[src/rtl/gold_sched_pkg.sv]
// Shared types and default sizing for the Gold-code generator scheduler.
// Latency: n/a (types only). Backpressure: n/a.
// Consumers import gold_sched_pkg::* for state_e and the default widths.
package gold_sched_pkg;

    typedef enum logic [1:0] {
        IDLE = 2'd0,
        LOAD = 2'd1,
        RUN  = 2'd2,
        DONE = 2'd3
    } state_e;

    localparam int DEF_NUM_CH = 4;
    localparam int DEF_N      = 63;
    localparam int CNT_W      = $clog2(DEF_N);

endpackage

[src/rtl/rr_arbiter.sv]
// Round-robin pick: first requester at or after ptr_i, wrapping.
// Latency: combinational. Backpressure: none, the caller registers the result.
module rr_arbiter
    import gold_sched_pkg::*;
#(
    parameter int NUM_CH = DEF_NUM_CH,
    parameter int CH_W   = $clog2(NUM_CH)
) (
    input  logic [NUM_CH-1:0] req_i,
    input  logic [CH_W-1:0]   ptr_i,
    output logic [NUM_CH-1:0] gnt_o,
    output logic [CH_W-1:0]   id_o,
    output logic              vld_o
);

    logic [CH_W-1:0] k;
    logic            found;

    always_comb begin
        gnt_o = '0;
        id_o  = '0;
        k     = '0;
        found = 1'b0;
        for (int i = 0; i < NUM_CH; i++) begin
            k = CH_W'((int'(ptr_i) + i) % NUM_CH);
            if (!found && req_i[k]) begin
                found    = 1'b1;
                gnt_o[k] = 1'b1;
                id_o     = k;
            end
        end
        vld_o = found;
    end

endmodule

[src/rtl/gold_code_scheduler.sv]
// Shares one Gold generator among NUM_CH channels; optional watchdog via GOLD_SCHED_TIMEOUT_EN.
// Latency: req->gnt 1 cycle, strobe->chip 1 cycle, last strobe->done 1 cycle.
// Backpressure: load held on gen_tvalid_o until gen_tready_i; run waits on chip strobes.
module gold_code_scheduler
    import gold_sched_pkg::*;
#(
    parameter int NUM_CH      = DEF_NUM_CH,
    parameter int N           = DEF_N,
    parameter int LENGTH      = $clog2(N),
    parameter int CH_W        = $clog2(NUM_CH),
    parameter int TIMEOUT_CYC = 256
) (
    input  logic                     clkin,
    input  logic                     rstn,
    input  logic [NUM_CH-1:0]        req_i,
    input  logic [NUM_CH*LENGTH-1:0] idx_i,
    output logic [NUM_CH-1:0]        gnt_o,
    output logic [NUM_CH-1:0]        done_o,
    output logic [LENGTH-1:0]        gen_tdata_o,
    output logic                     gen_tvalid_o,
    input  logic                     gen_tready_i,
    output logic                     gen_run_o,
    input  logic                     chip_strobe_i,
    input  logic                     chip_i,
    output logic                     chip_o,
    output logic                     chip_valid_o,
    output logic [CH_W-1:0]          chip_ch_o,
    output logic                     busy_o,
    output logic                     err_o
);

    // Never narrower than the default code length's counter.
    localparam int CW = ($clog2(N) > CNT_W) ? $clog2(N) : CNT_W;

    state_e              state_q, state_d;
    logic [NUM_CH-1:0]   gnt_q, gnt_d;
    logic [NUM_CH-1:0]   done_q, done_d;
    logic [CH_W-1:0]     id_q, id_d;
    logic [LENGTH-1:0]   tdata_q, tdata_d;
    logic                tvalid_q, tvalid_d;
    logic                run_q, run_d;
    logic                chip_q, chip_d;
    logic                chip_vld_q, chip_vld_d;
    logic [CH_W-1:0]     chip_ch_q, chip_ch_d;
    logic [CW-1:0]       cnt_q, cnt_d;
    logic [CH_W-1:0]     rr_q, rr_d;
    logic                busy_q, busy_d;

    logic [NUM_CH-1:0]   arb_gnt;
    logic [CH_W-1:0]     arb_id;
    logic                arb_vld;
    logic [CH_W-1:0]     next_ptr;

`ifdef GOLD_SCHED_TIMEOUT_EN
    localparam int WD_W = $clog2(TIMEOUT_CYC + 1);
    logic [WD_W-1:0]     wd_q, wd_d;
    logic                err_q, err_d;
`endif

    rr_arbiter #(
        .NUM_CH (NUM_CH),
        .CH_W   (CH_W)
    ) u_rr_arbiter (
        .req_i  (req_i),
        .ptr_i  (rr_q),
        .gnt_o  (arb_gnt),
        .id_o   (arb_id),
        .vld_o  (arb_vld)
    );

    assign next_ptr = (id_q == CH_W'(NUM_CH - 1)) ? '0 : id_q + 1'b1;

    always_comb begin
        state_d    = state_q;
        gnt_d      = gnt_q;
        done_d     = '0;
        id_d       = id_q;
        tdata_d    = tdata_q;
        tvalid_d   = tvalid_q;
        run_d      = run_q;
        chip_d     = chip_q;
        chip_vld_d = 1'b0;
        chip_ch_d  = chip_ch_q;
        cnt_d      = cnt_q;
        rr_d       = rr_q;
`ifdef GOLD_SCHED_TIMEOUT_EN
        wd_d       = '0;
        err_d      = 1'b0;
`endif
        case (state_q)
            IDLE: begin
                if (arb_vld) begin
                    state_d  = LOAD;
                    gnt_d    = arb_gnt;
                    id_d     = arb_id;
                    tdata_d  = idx_i[int'(arb_id)*LENGTH +: LENGTH];
                    tvalid_d = 1'b1;
                end
            end
            LOAD: begin
                if (tvalid_q && gen_tready_i) begin
                    state_d  = RUN;
                    tvalid_d = 1'b0;
                    run_d    = 1'b1;
                end
            end
            RUN: begin
                if (chip_strobe_i) begin
                    chip_d     = chip_i;
                    chip_vld_d = 1'b1;
                    chip_ch_d  = id_q;
                    if (cnt_q == CW'(N - 1)) begin
                        cnt_d   = '0;
                        state_d = DONE;
                        done_d  = gnt_q;
                        run_d   = 1'b0;
                    end else begin
                        cnt_d = cnt_q + 1'b1;
                    end
                end
            end
            DONE: begin
                state_d = IDLE;
                gnt_d   = '0;
                rr_d    = next_ptr;
            end
            default: state_d = IDLE;
        endcase
`ifdef GOLD_SCHED_TIMEOUT_EN
        // Idle cycles in LOAD/RUN accumulate; any transfer or strobe restarts the count.
        if ((state_q == LOAD && !(tvalid_q && gen_tready_i)) ||
            (state_q == RUN && !chip_strobe_i)) begin
            if (wd_q == WD_W'(TIMEOUT_CYC - 1)) begin
                err_d    = 1'b1;
                state_d  = IDLE;
                gnt_d    = '0;
                tvalid_d = 1'b0;
                run_d    = 1'b0;
                cnt_d    = '0;
                rr_d     = next_ptr;
            end else begin
                wd_d = wd_q + 1'b1;
            end
        end
`endif
        busy_d = (state_d != IDLE);
    end

    always_ff @(posedge clkin) begin
        if (!rstn) begin
            state_q    <= IDLE;
            gnt_q      <= '0;
            done_q     <= '0;
            id_q       <= '0;
            tdata_q    <= '0;
            tvalid_q   <= 1'b0;
            run_q      <= 1'b0;
            chip_q     <= 1'b0;
            chip_vld_q <= 1'b0;
            chip_ch_q  <= '0;
            cnt_q      <= '0;
            rr_q       <= '0;
            busy_q     <= 1'b0;
`ifdef GOLD_SCHED_TIMEOUT_EN
            wd_q       <= '0;
            err_q      <= 1'b0;
`endif
        end else begin
            state_q    <= state_d;
            gnt_q      <= gnt_d;
            done_q     <= done_d;
            id_q       <= id_d;
            tdata_q    <= tdata_d;
            tvalid_q   <= tvalid_d;
            run_q      <= run_d;
            chip_q     <= chip_d;
            chip_vld_q <= chip_vld_d;
            chip_ch_q  <= chip_ch_d;
            cnt_q      <= cnt_d;
            rr_q       <= rr_d;
            busy_q     <= busy_d;
`ifdef GOLD_SCHED_TIMEOUT_EN
            wd_q       <= wd_d;
            err_q      <= err_d;
`endif
        end
    end

    assign gnt_o        = gnt_q;
    assign done_o       = done_q;
    assign gen_tdata_o  = tdata_q;
    assign gen_tvalid_o = tvalid_q;
    assign gen_run_o    = run_q;
    assign chip_o       = chip_q;
    assign chip_valid_o = chip_vld_q;
    assign chip_ch_o    = chip_ch_q;
    assign busy_o       = busy_q;

`ifdef GOLD_SCHED_TIMEOUT_EN
    assign err_o = err_q;
`else
    logic [31:0] unused_timeout;
    assign unused_timeout = TIMEOUT_CYC;
    assign err_o = 1'b0;
`endif

endmodule

[config.mk]
export PLATFORM = sky130hd
export DESIGN_NAME = gold_code_scheduler
export DESIGN_NICKNAME = d
export VERILOG_FILES = /design/src/rtl/gold_sched_pkg.sv /design/src/rtl/rr_arbiter.sv /design/src/rtl/gold_code_scheduler.sv
export SDC_FILE = /design/constraint.sdc
export NUM_CORES = 1
export LEC_CHECK = 0
export CAP_MARGIN = 25
export CORE_MARGIN = 8
export CORE_UTILIZATION = 42
export DETAILED_ROUTE_END_ITERATION = 7
export MAX_ROUTING_LAYER = met4
export PLACE_DENSITY = 0.79
export SYNTH_ARGS = -nofsm -noshare
export SYNTH_HDL_FRONTEND = slang
export SYNTH_SLANG_ARGS = --single-unit
[constraint.sdc]
create_clock -name clkin -period 5.9 [get_ports clkin]
set_clock_uncertainty 0.1 [all_clocks]
set_input_delay 1.18 -clock clkin [delete_from_list [all_inputs] [get_ports clkin]]
set_output_delay 1.18 -clock clkin [all_outputs]
set_load 0.02 [all_outputs]
Word level (Yosys, flattened, before mapping) --
Index checks and enable logic that the tools add are counted.
Word-level totals: bits in registers 33, bits in latches 0, bits in writable memories 0, ROM bits 0, memories kept 0
Operators by class: add/sub/neg operators 5, multiply operators 1, divide/modulo/power cells 0, $lt $le $gt $ge 8, equality and inequality tests 9, shifts and indexed selects 1, muxes and demuxes 45, bitwise logic cells 3, reductions and logical operators 23
Operators by type and width (number):
- 24-bit by 6-bit variable part select with 6-bit output | 1
- 4-bit 2-to-1 mux | 5
- 1-bit 2-to-1 mux | 18
- 2-bit 2-to-1 mux | 9
- 2-bit by 3-bit < comparator with 1-bit output (second input constant) | 4
- 4-bit OR | 3
- 1-bit binary-select mux with 2-bit select | 4
- 1-bit demux with 2-bit select | 4
- 2-bit by 1-bit greater-or-equal comparator with 1-bit output (second input constant) | 4
- 1-bit logical AND | 8
- 2-bit != test (second input constant) | 4
- 2-bit case mux with 4 select lines | 1
- 4-bit case mux with 2 select lines | 1
- 2-bit AND reduction | 4
- 4-bit AND reduction | 2
- 2-bit nonzero test | 4
- 6-bit by 1-bit adder with 6-bit output (second input constant) | 1
- 2-bit equality test (second input constant) | 3
- 6-bit equality test (second input constant) | 1
- 6-bit 2-to-1 mux | 1
- 2-bit by 1-bit adder with 2-bit output (second input constant) | 2
- 2-bit adder (second input constant) | 2
- 2-bit by 2-bit multiplier with 4-bit output (second input constant) | 1
- 1-bit case mux with 2 select lines | 2
- 4 further kinds | 6

Depth between registers and ports, before layout --
word-level depth 15, mapped depth 11

By module --
From an unflattened synthesis, not the netlist that was laid out.
Unflattened totals: cell total of the unflattened synthesis 206, area total of the unflattened synthesis 1969.4 um^2
By module, submodules not included:
- gold_code_scheduler | instances 1, cells an instance 161, area each 1547.7 um^2, sequential area each 660.6 um^2
- rr_arbiter | instances 1, cells an instance 45, area each 421.7 um^2, sequential area each 0.0 um^2

Worst setup path after synthesis --
OpenSTA, ideal clock, no wires.
path type input to register, from input port req_i[0], to register tdata_q[0] (netlist: gen_tdata_o[0]), setup time 0.134 ns, arrival 2.722 ns, data required time 5.666 ns, path slack 2.944 ns, cell stages on the path 8, path buffers 2, cells stage by stage buf_2 > or3b_1 > a2111o_1 > nand3_2 > o22ai_4 > buf_6 > mux2i_1 > o221ai_1
On the way: word-level cells in the longest chain between the ends 14, elaborated cells on any way between the ends 25, those cells by class 1 x mul; 1 x shift; 16 x mux; 7 x reduce/logical
RTL lines:
- start, declared | line gold_code_scheduler.sv:15 | input logic [NUM_CH-1:0] req_i,
- 1-bit binary-select mux with 2-bit select | line rr_arbiter.sv:26 | if (!found && req_i[k]) begin
- 1-bit 2-to-1 mux (implied by the code) | line rr_arbiter.sv:26
- 1-bit 2-to-1 mux | line rr_arbiter.sv:26
- 1-bit logical NOT | line rr_arbiter.sv:26
- 1-bit logical AND | line rr_arbiter.sv:26
- 1-bit 2-to-1 mux | line rr_arbiter.sv:26
- 1-bit logical NOT | line rr_arbiter.sv:26
- 1-bit logical AND | line rr_arbiter.sv:26
- 1-bit 2-to-1 mux | line rr_arbiter.sv:26
- 1-bit logical NOT | line rr_arbiter.sv:26
- 1-bit logical AND | line rr_arbiter.sv:26
- 2-bit 2-to-1 mux | line rr_arbiter.sv:26
- 2-bit by 2-bit multiplier with 4-bit output | line gold_code_scheduler.sv:96 | tdata_d = idx_i[int'(arb_id)*LENGTH +: LENGTH];
- 24-bit by 6-bit variable part select with 6-bit output | line gold_code_scheduler.sv:96
- end signal, assigned | line gold_code_scheduler.sv:173 | tdata_q <= tdata_d;
- end, declared | line gold_code_scheduler.sv:39 | logic [LENGTH-1:0] tdata_q, tdata_d;
Parallel ways exist; a longest one is shown, timed or not. The select of a mux whose other input is x is not followed. A chain may end at the register's enable or synchronous reset.

Worst setup path after layout --
from input port req_i[3], to register tdata_q[1] (netlist: gen_tdata_o[1])
The elaborated chain is that of the path after synthesis.

==> impl_results.md <==
- Starting Density: 43.69%
- Number of enable flip-flop cells after synthesis: 0
- Met3 Routed Length: 359 um
- Fmax: 295.8 MHz
- Min-Delay Path Class: flip-flop to flip-flop
- Setup repair after global routing missed its margin: no
- Via total after detailed routing: 1636
- Post-detailed-routing wire length: 4.289 mm
- Post-synthesis cell type count: 48
- Post-CTS Repair Setup Buffers: 0
- Number of clock sinks: 33
- # rows: 24
- Summed instance area of the synthesized netlist: 1916 sq um
- Routed met2 length: 1.839 mm
- Placed wire-length estimate: 3.232 mm
- Hold Crit Endpoint: gen_run_o
- Primary FF master, synth: sky130_fd_sc_hd__dfxtp_1
- Total power: 0.5459 mW
- Final GP Congestion: 0.7921
- Total I/O pin count: 55
- Number of setup violations in the final report: 0
- Clock slew at reported path FFs: 0.07 ns
- Area grow syn2layout: 31.55%
- Startpoint Class: primary input
- Number of gates resized after cts: 0
- Final cell count without fillers: 305
- FF-to-FF setup slack: 2.71 ns
- Final worst hold slack: 0.3834 ns
- M1 wire length: 2.052 mm
- Worst path arrival time: 3.47 ns
- Horiz. Die Dim: 83.54 um
- Worst-margin pin slew: 0.8812 ns
- Number of nets still failing antenna checks after routing: 0
- Top routing layer in use: met4
- Leading cell type in the layout, fill and taps excluded: sky130_fd_sc_hd__clkdlybuf4s50_1
- Cell Count Post-Placement: 297
- Startpoint of the lowest-slack register-to-register path: rr_q[0]
- Initial DRC Count: 122
- PD cells: 216.6 nW/um^2
- Maxcap violations: 0
- Critical path type: primary input to flip-flop
- Area of the die: 6978 sq um
- # DRC: 0
- Relative contribution of the clock network to total power: 33.7%
- Start point of the worst min-delay path: gen_run_o
- Yosys warns: 0
- Max-slew violations: 0
- Sw frac: 26.62%
- Internal power consumption: 0.4006 mW
- Fraction of final layout cells sized beyond drive strength 1: 6.324%
- Wire length of the first global-routing pass: 7.424 mm
- Number of antenna violations at the first check in global routing: 0
- TNS Setup: 0 ns
- Proportion of synthesized chip area in sequential cells: 34.49%
- Synthesized area per cell: 9.210 sq um
- CORE AREA: 4384 sq um
- Syn_nets: 252
- PortBufs: 53
- Number of cells produced by synthesis: 208
- Worst Path Max Fanout: 11
- Length in cells of the worst reg-to-reg path: 8
- Tcrit/Tclk final: 57.30%
- Number of buffers on the longest clock path: 2
- Fraction of registers with async set/reset: 0%
- Outcome: finished, final reports clean
- CTS H-Tree Depth: 2
- Clock period minus worst slack: 3.381 ns
- Global Route Usage Sum: 12.57%
- Maximum vdd ir drop: 0.1302 mV
- WL/cell: 14.06 um
- Latest clock arrival within the worst-skew pair: 0.27 ns
- CTS tree: yes
- Via-per-instance ratio: 5.364
- Number of nets in the layout: 296
- Hold Crit Depth: 2
- Aggregate global routing overflow: 0
- CP Capture Type: flip-flop
- Worst max-slew margin expressed relative to the limit: 41.07%
- Die outline height: 83.54 um
- Pin count of the biggest net entering global routing: 29
- Total CTS buffers: 5
- DR pass1 iterations: 4
- CP required: 5.99 ns
- Most frequent cells in the layout: sky130_fd_sc_hd__clkdlybuf4s50_1 (53), sky130_fd_sc_hd__dfxtp_1 (33), sky130_fd_sc_hd__mux2i_1 (18), sky130_fd_sc_hd__nor2_1 (14), sky130_fd_sc_hd__ha_1 (11)
- Cts-stage hold buffer count: 0
- Library cell used as clock root buffer: sky130_fd_sc_hd__clkbuf_8
- Reported net switching power: 0.1453 mW
- Combinational share of power: 21.3%
- Capturing point of the worst reg2reg path: gen_tdata_o[4]
- Vias in the first global route: 1660
- Share of power burned in registers: 45.0%
- Yosys reg bits: 33
- Number of failing hold endpoints at the final stage: 0
- N_diodes: 0
- Static leakage power: 1.012 nW
## flip-flops by register name (all words and copies together), names as in the netlist, 2 cells and up
| signal | count |
|---|---|
| done_o | 4 |
| gen_tdata_o | 6 |
| id_q | 2 |
| rr_q | 2 |
| gnt_o | 4 |
| state_q | 2 |
| cnt_q | 6 |
| chip_ch_o | 2 |
## worst max path at each step
stage              from        endpoint  slack, ns  depth (start not counted)
2_1_floorplan  req_i[0]  gen_tdata_o[0]       2.94                          8
5_1_grt        req_i[2]  gen_tdata_o[0]       2.30                          7
3_5_place_dp   req_i[2]  gen_tdata_o[1]       2.28                          7
3_3_place_gp   req_i[2]  gen_tdata_o[4]       2.34                          7
4_1_cts        req_i[3]  gen_tdata_o[4]       2.57                          7
6_report       req_i[3]  gen_tdata_o[1]       2.52                          7
## critical path, cell delays in order
cell                              delay, ns
sky130_fd_sc_hd__clkdlybuf4s50_1       0.60
sky130_fd_sc_hd__mux4_1                0.70
sky130_fd_sc_hd__nor2b_4               0.22
sky130_fd_sc_hd__o21ai_0               0.15
sky130_fd_sc_hd__nand2_1               0.11
sky130_fd_sc_hd__nand3_1               0.20
sky130_fd_sc_hd__o221ai_1              0.30
## per-stage QoR
stage | instance area [sq um] | worst slack (ns) | utilization [%]
floorplan | 1916 | 2.944 | -
global placement | 2419 | 2.337 | 55.17
detailed placement | 2419 | 2.276 | 55.17
CTS | 2520 | 2.574 | 57.48
global route | 2520 | 2.298 | 57.48
finish | 2520 | 2.519 | 57.48
## synthesized netlist by cell type (4+ instances only)
| cell | n | share of area, % |
|---|---|---|
| sky130_fd_sc_hd__dfxtp_1 | 33 | 34 |
| sky130_fd_sc_hd__mux2i_1 | 18 | 9.4 |
| sky130_fd_sc_hd__nor2_1 | 14 | 2.7 |
| sky130_fd_sc_hd__ha_1 | 11 | 7.2 |
| sky130_fd_sc_hd__nand2_1 | 10 | 2.0 |
| sky130_fd_sc_hd__nand3_1 | 10 | 2.6 |
| sky130_fd_sc_hd__a21oi_1 | 9 | 2.4 |
| sky130_fd_sc_hd__clkbuf_1 | 9 | 1.8 |
| sky130_fd_sc_hd__a22oi_1 | 8 | 3.1 |
| sky130_fd_sc_hd__and3_1 | 8 | 2.6 |
| sky130_fd_sc_hd__nor2b_1 | 8 | 2.6 |
| sky130_fd_sc_hd__o221ai_1 | 6 | 2.7 |
| sky130_fd_sc_hd__o21a_1 | 5 | 2.0 |
| sky130_fd_sc_hd__inv_1 | 4 | 0.78 |
| sky130_fd_sc_hd__or2_2 | 4 | 1.3 |
## cells by family (layout without fill, tap and decap cells)
logic type | count (synthesis) | count (layout) | synth area share (%)
mux | 20 | 20 | 11.95
flops | 33 | 33 | 34.49
fa+ha+maj | 11 | 11 | 7.185
compound gates | 46 | 46 | 17.57
simple gates | 72 | 72 | 20.71
other cells | 1 | 1 | 0.1958
buf+inv | 20 | 65 | 5.617
xor+xnor | 5 | 5 | 2.287
## layer usage
metal	vias to the layer above	global-route usage, %
met1	739	15.17
met5	-	-
met2	51	18.32
li1	841	-
met4	0	3.454
met3	5	5.859
## power groups by stage
stage                     sequential [mW]  combinational (mW)  clock (mW)
after floorplan                     0.259              0.0580           0
after global placement              0.250               0.115           0
after detailed placement            0.250               0.116           0
after CTS                           0.245               0.117       0.188
after global routing                0.247               0.127       0.201
final                               0.245               0.116       0.184
## final cells by class
cell class              count  area, sq um
clock buffers               7        96.34
clock inverters             1        5.005
fillers                   382         1864
inverters                   4        15.01
multi-input cells         155         1147
flip-flops and latches     33        660.6
well taps                  52        65.06
repair buffers             53        530.5
Power figures use the tool's default switching activity.
